`src/rtl/cvp14_pkg.sv`:
```
// Shared CVP14 front-end definitions: datapath widths, opcode values and
// the fetch sequencer state encoding.
package cvp14_pkg;

  localparam int PC_W    = 16;
  localparam int INSTR_W = 16;
  localparam int CNT_W   = 5;
  localparam int FT_W    = 4;
  localparam int OFF_W   = 12;

  localparam logic [FT_W-1:0] OP_VADD = 4'h0;
  localparam logic [FT_W-1:0] OP_VSUB = 4'h1;
  localparam logic [FT_W-1:0] OP_VMUL = 4'h2;
  localparam logic [FT_W-1:0] OP_VLD  = 4'h3;
  localparam logic [FT_W-1:0] OP_VST  = 4'h4;
  localparam logic [FT_W-1:0] OP_J    = 4'h8;
  localparam logic [FT_W-1:0] OP_NOP  = 4'hF;

  // Encodes a NOP, so the decoder sees a harmless word until the first fetch lands.
  localparam logic [INSTR_W-1:0] INSTR_RESET = 16'hF000;

  typedef enum logic [1:0] {
    ST_REQ   = 2'd0,
    ST_WAIT  = 2'd1,
    ST_ISSUE = 2'd2,
    ST_STALL = 2'd3
  } fetch_state_e;

  function automatic logic [PC_W-1:0] jumpTarget(input logic [PC_W-1:0]  pcIn,
                                                 input logic [OFF_W-1:0] offset);
    return pcIn + {{(PC_W-OFF_W){offset[OFF_W-1]}}, offset};
  endfunction

endpackage

```
`src/rtl/instr_fetch.sv`:
```
// Instruction fetch sequencer: REQ -> WAIT -> ISSUE, then STALL for multi-cycle ops.
// Define FETCH_PERF_CNT_EN to add the issue_count / stall_count counters.
module instr_fetch
  import cvp14_pkg::*;
(
  input  logic               clk,
  input  logic               rst,
  output logic [PC_W-1:0]    imem_addr,
  output logic               imem_rd,
  input  logic [INSTR_W-1:0] imem_rdata,
  output logic [INSTR_W-1:0] instr,
  output logic               instr_valid,
  input  logic [FT_W-1:0]    functype,
  input  logic [CNT_W-1:0]   cycleCount,
  input  logic [OFF_W-1:0]   jumpOffset,
  input  logic               hold,
  output logic               busy,
  output logic [CNT_W-1:0]   step_idx,
  output logic [PC_W-1:0]    pc
`ifdef FETCH_PERF_CNT_EN
  ,
  output logic [31:0]        issue_count,
  output logic [31:0]        stall_count
`endif
);

  fetch_state_e       state_q, state_d;
  logic [PC_W-1:0]    pc_q, pc_d;
  logic [INSTR_W-1:0] instr_q, instr_d;
  logic [CNT_W-1:0]   cnt_q, cnt_d;
  logic [CNT_W-1:0]   stepIdx_q, stepIdx_d;
  logic               instrValid_q, instrValid_d;
  logic               busy_q, busy_d;
  logic               lastStep;

  // The read strobe follows hold combinationally so a fetch starts the cycle hold drops.
  assign imem_rd     = (state_q == ST_REQ) && !hold && !rst;
  assign imem_addr   = pc_q;
  assign pc          = pc_q;
  assign instr       = instr_q;
  assign instr_valid = instrValid_q;
  assign busy        = busy_q;
  assign step_idx    = stepIdx_q;
  assign lastStep    = (stepIdx_q == cnt_q - CNT_W'(1));

  always_comb begin
    state_d      = state_q;
    pc_d         = pc_q;
    instr_d      = instr_q;
    cnt_d        = cnt_q;
    instrValid_d = 1'b0;
    busy_d       = 1'b0;
    stepIdx_d    = '0;
    case (state_q)
      ST_REQ: begin
        if (!hold) state_d = ST_WAIT;
      end
      ST_WAIT: begin
        instr_d      = imem_rdata;
        instrValid_d = 1'b1;
        state_d      = ST_ISSUE;
      end
      ST_ISSUE: begin
        state_d = ST_REQ;
        if (functype == OP_J) begin
          pc_d = jumpTarget(pc_q, jumpOffset);
        end else begin
          pc_d = pc_q + PC_W'(1);
          if (cycleCount != '0) begin
            cnt_d   = cycleCount;
            busy_d  = 1'b1;
            state_d = ST_STALL;
          end
        end
      end
      ST_STALL: begin
        if (lastStep) begin
          state_d = ST_REQ;
        end else begin
          busy_d    = 1'b1;
          stepIdx_d = stepIdx_q + CNT_W'(1);
        end
      end
      default: state_d = ST_REQ;
    endcase
  end

  always_ff @(posedge clk) begin
    if (rst) begin
      state_q      <= ST_REQ;
      pc_q         <= '0;
      instr_q      <= INSTR_RESET;
      cnt_q        <= '0;
      stepIdx_q    <= '0;
      instrValid_q <= 1'b0;
      busy_q       <= 1'b0;
    end else begin
      state_q      <= state_d;
      pc_q         <= pc_d;
      instr_q      <= instr_d;
      cnt_q        <= cnt_d;
      stepIdx_q    <= stepIdx_d;
      instrValid_q <= instrValid_d;
      busy_q       <= busy_d;
    end
  end

`ifdef FETCH_PERF_CNT_EN
  logic [31:0] issueCount_q;
  logic [31:0] stallCount_q;

  // Counters advance off the registered issue/stall flags and wrap naturally.
  always_ff @(posedge clk) begin
    if (rst) begin
      issueCount_q <= '0;
      stallCount_q <= '0;
    end else begin
      if (instrValid_q) issueCount_q <= issueCount_q + 32'd1;
      if (busy_q)       stallCount_q <= stallCount_q + 32'd1;
    end
  end

  assign issue_count = issueCount_q;
  assign stall_count = stallCount_q;
`endif

endmodule

```
`config.mk`:
```
export PLATFORM = sky130hd
export DESIGN_NAME = instr_fetch
export DESIGN_NICKNAME = d
export VERILOG_FILES = /design/src/rtl/cvp14_pkg.sv /design/src/rtl/instr_fetch.sv
export SDC_FILE = /design/constraint.sdc
export NUM_CORES = 1
export LEC_CHECK = 0
export CAP_MARGIN = 30
export CORE_ASPECT_RATIO = 1.1
export CORE_MARGIN = 10
export CORE_UTILIZATION = 48
export DETAILED_ROUTE_END_ITERATION = 16
export PLACE_DENSITY = 0.93
export SLEW_MARGIN = 20
export SYNTH_ARGS = -nofsm -noshare
export SYNTH_HDL_FRONTEND = slang
export SYNTH_SLANG_ARGS = --single-unit
```
`constraint.sdc`:
```
create_clock -name clk -period 10.5 [get_ports clk]
set_input_delay 1.575 -clock clk [delete_from_list [all_inputs] [get_ports clk]]
set_output_delay 1.575 -clock clk [all_outputs]
set_load 0.01 [all_outputs]
```
-- After elaboration in Yosys (flattened, before gate mapping)
Cells that the tools add are included.
Widths: inputs -> output; s select.
- register bits after elaboration: 46
- bits in latches: 0
- memory bits (writable): 0
- bits in read-only memories: 0
- output and inout bits: 56
- logic and storage cells: 40
- memories: 0
- add/subtract/negate cells: 4
- multipliers: 0
- divide/modulo/power cells: 0
- order comparisons: 0
- eq/ne operators: 7
- shift operators: 0
- mux-type cells: 11
- bitwise operators: 2
- reduce and logical (&&, ||, !) cells: 9
- operators with widths (cell ; count):
    $add 16x1->16 const B ; 1
    $add 16x16->16 ; 1
    $mux 16 ; 1
    $mux 2 ; 4
    $pmux 2 s4 ; 1
    $add 5x1->5 const B ; 1
    $eq 5x5->1 ; 1
    $reduce_bool 5->1 ; 1
    $sub 5x1->5 const B ; 1
    $eq 2x2->1 const B ; 2
    $eq 4x4->1 const B ; 1
    $mux 1 ; 4
    $ne 2x2->1 const B ; 2
    $reduce_and 3->1 ; 1
    $reduce_or 3->1 ; 1
    $eq 2x1->1 const B ; 1
    $logic_and 1x1->1 ; 2
    $logic_not 1->1 ; 2
    $logic_not 2->1 ; 1
    $not 1->1 ; 2
    $pmux 1 s2 ; 1
    $reduce_and 2->1 ; 1

-- Depth between registers and ports, before layout
- depth in word-level cells: 4
- mapped depth: 10

-- Worst setup path after synthesis
Ideal clock, no wire load.
- path kind: input-to-reg
- start point: in functype[2]
- end point: reg pc_q[11], in the netlist imem_addr[11]
- arrival: 4251 ps
- required time: 10379 ps
- slack: 6128 ps
- stages on the path: 10
- path buffers: 1
- path through: nor4b_1 -> clkbuf_1 -> and2_1 -> ha_1 -> o21ai_0 -> o21bai_1 -> a21oi_1 -> o31ai_1 -> mux2i_1 -> mux2_2
- cells in the longest elaborated chain, start to end: 2
- ends and longest elaborated chain (element ; line ; source):
    start, declared ; instr_fetch.sv:13 ; input logic [FT_W-1:0] functype,
    $eq 4x4->1 ; instr_fetch.sv:65 ; if (functype == OP_J) begin
    $mux 16 ; instr_fetch.sv:65 ;
    end signal, assigned ; instr_fetch.sv:99 ; pc_q <= pc_d;
    end, declared ; instr_fetch.sv:28 ; logic [PC_W-1:0] pc_q, pc_d;
Every way passes these cells.
A chain may end at the register's enable or synchronous reset.

-- Final worst setup path
- start point: in functype[2]
- end point: reg pc_q[14], in the netlist imem_addr[14]
Same word-level chain as after synthesis.

==> results.yml <==
outcome:
  status: "complete, no violations"
logic_synthesis:
  async_reset_ff_frac: 0
  synth_seq_cells: 46
  syn-num-nets: 387
  synth_top_area_share: 0.348
  yosys-top-cells-area: "dfxtp_1 (35%), nand2_1 (8.5%), ha_1 (6.1%)"
  synth_edf_count: 0
  synth.largest_area_cell: "dfxtp_1"
  ys_seq_area_frac: 0.348
  post_synth_num_cell_types: 45
  synth_flop_cell: "dfxtp_1"
  yosys_warnings: 0
  synth_commonest_cells: "nand2_1 (60), dfxtp_1 (46), a21oi_1 (32)"
  syn_inst: 333
  synth_area_per_cell_um2: 7.95
  post-synth-top-count-cell: "nand2_1"
  syn_area_mm2: 0.00265
clocking:
  post_cts_buffers: 0
  cts_max_level: 2
  cts_made_buffers: 5
  cts.sinks: 46
  clkTransAtPathRegs_ns: 0.10
  insertion_delay_ns: 0.32
  cts_hold_buf: 0
  cts-root-buf: "clkbuf_8"
  cts_resized: 0
  cts_tree: "yes"
  clock_path_buffers: 2
sta:
  relSlewSlack: 0.479
  final-setup-viol-count: 0
  report.final.slew_viol_count: 0
  fin_ws_ns: 5.60
  clock.fmax_mhz: 204
  min_period_over_period: 0.466
  finClkSkew_ns: 0.00464
  rsz0062_at_grt: "false"
  fin_crit_ns: 4.90
  tightest_slew_ns: 0.782
  tns_ns: 0
  hold_viol_final: 0
critical_path:
  cp-end-kind: "flop"
  required_ns: 10.76
  crit_arrival_ns: 5.15
  critPathKind: "primary input to flop"
  crit_fanout: 9
  start_kind: "primary input"
  rr_worst_depth: 8
routing:
  route.met2.wl_um: 4080
  highest_layer: "met4"
  vias_per_cell: 5.53
  wl_met1_um: 2820
  drt_wl_total_um: 7780
  firstDrtPassIters: 4
  wl_met3_um: 688
  ant_nets: 0
  drtIter0Drc: 166
  wl_per_cell_um: 16.0
  vias: 2682
  drc_errors: 0
finish:
  drive_above_1_share: 0.0463
  diodes: 0
  multi_input_area_mm2: 0.00154
  fin_nets: 463
  nFillCells: 428
  syn2layout_area_growth_pct: 37.9
  ff_latch_area_um2: 921
floorplanning:
  die_w_um: 90.8
  coreArea_mm2: 0.00536
  die-area_mm2: 0.00889
  initial_core_util: 0.494
  num_rows: 28
  num_io_pins: 96
  die_h_um: 97.9
global_route:
  grt_usage: 0.168
  antenna_found_initial: 0
  grt_pass1_wl_um: 12600
  grt_overflow: 0
  grt_pass1_vias: 2698
  grt_max_degree: 43
run:
  maxCapViolations: 0
power_and_ir_drop:
  peakVddDrop_uv: 113
  p_leak_nw: 1.42
  powerDensity_mw_per_mm2: 104
min_path:
  hold_depth: 2
  hold_class: "flop to flop"
place:
  place_ws_ns: 5.36
  gp_congestion: 0.869
  port_buffers: 95
  dp_hpwl_um: 6010
[cells in the final DEF, fill, tap and decap left out, drive strengths merged, types with 3 or more instances in the layout]
cell type      synthesis  layout
mux2i                  3       3
a21oi                 32      32
nor2b                  6       6
nor4b                  3       3
o31ai                  4       4
mux2                   3       3
nand2b                 3       3
nand3                 14      14
clkdlybuf4s50          0      95
inv                    6       8
o21ai                 10      10
and2                  11      11
or4                    4       4
a211oi                 6       6
o21bai                 4       4
a21o                   4       4
and3                   3       3
xor2                   4       4
nor4                   3       3
ha                    13      13
nand2                 60      60
nor3                   4       4
buf                   16       4
xnor2                 11      11
clkbuf                14       5
nor2                  24      24
dfxtp                 46      46
[where the power goes]
| part | internal (mW) | leakage [nW] | switching [mW] |
|---|---|---|---|
| Combinational | 0.0381 | 0.996 | 0.0327 |
| Clock | 0.0494 | 0.0467 | 0.0705 |
| Sequential | 0.182 | 0.374 | 0.00598 |
[per-layer routing]
metal | vias to the layer above | global-route usage
met2 | 97 | 0.303
met3 | 20 | 0.0674
li1 | 1291 | -
met1 | 1274 | 0.167
met4 | 0 | 0.0736
met5 | - | 0
[layout make-up]
type | instances | area share
multi-input cells | 250 | 0.420
repair buffers | 99 | 0.268
flip-flops and latches | 46 | 0.252
well taps | 75 | 0.0257
clock buffers | 5 | 0.0188
clock inverters | 3 | 0.00753
inverters | 7 | 0.00719
[sequential cells by signal, summed over array words and instances (netlist names)]
register / count
state_q: 2
instr_valid: 1
imem_addr: 16
step_idx: 5
instr: 16
busy: 1
cnt_q: 5
[worst paths after layout]
| path | start | end | slack, ns |
|---|---|---|---|
| max | functype[2] | imem_addr[14]$_SDFFE_PP0N_ | 5.60 |
| min | instr[9]$_SDFFE_PP0P_ | instr[9]$_SDFFE_PP0P_ | 0.46 |
| max reg2reg | imem_addr[0]$_SDFFE_PP0N_ | imem_addr[14]$_SDFFE_PP0N_ | 7.96 |
| min reg2reg | instr[9]$_SDFFE_PP0P_ | instr[9]$_SDFFE_PP0P_ | 0.46 |
[critical path, stage by stage]
cell,delay (ns)
clkdlybuf4s50_1,0.44
nor4b_2,0.68
buf_4,0.28
nand2b_1,0.07
ha_1,0.22
fa_1,0.43
a211oi_1,0.44
o21ai_0,0.20
o2111ai_1,0.13
a31oi_1,0.13
or4_1,0.41
a21oi_1,0.14
[cells by family (layout without fill, tap and decap cells)]
| logic type | count (synthesis) | count (layout) | share of synthesized area |
|---|---|---|---|
| AO/OA/AOI/OAI | 73 | 73 | 0.171 |
| multiplexers | 6 | 6 | 0.0241 |
| buffers and inverters | 37 | 114 | 0.0751 |
| AND/OR/NAND/NOR | 141 | 141 | 0.256 |
| adder cells (fa/ha/maj) | 14 | 14 | 0.0690 |
| XOR/XNOR | 16 | 16 | 0.0581 |
| flip-flops | 46 | 46 | 0.348 |
[stage by stage]
stage	cells	cell area [um2]	util	hold WS [ns]	power, mW
after global routing	485	3650	0.682	0.491	0.392
after global placement	474	3530	0.659	0.440	0.258
after floorplan	333	2650	-	0.449	0.225
after detailed placement	476	3550	0.662	0.445	0.262
final	485	3650	0.682	0.459	0.378
after CTS	484	3650	0.680	0.459	0.379
(Power assumes the default switching activity.)
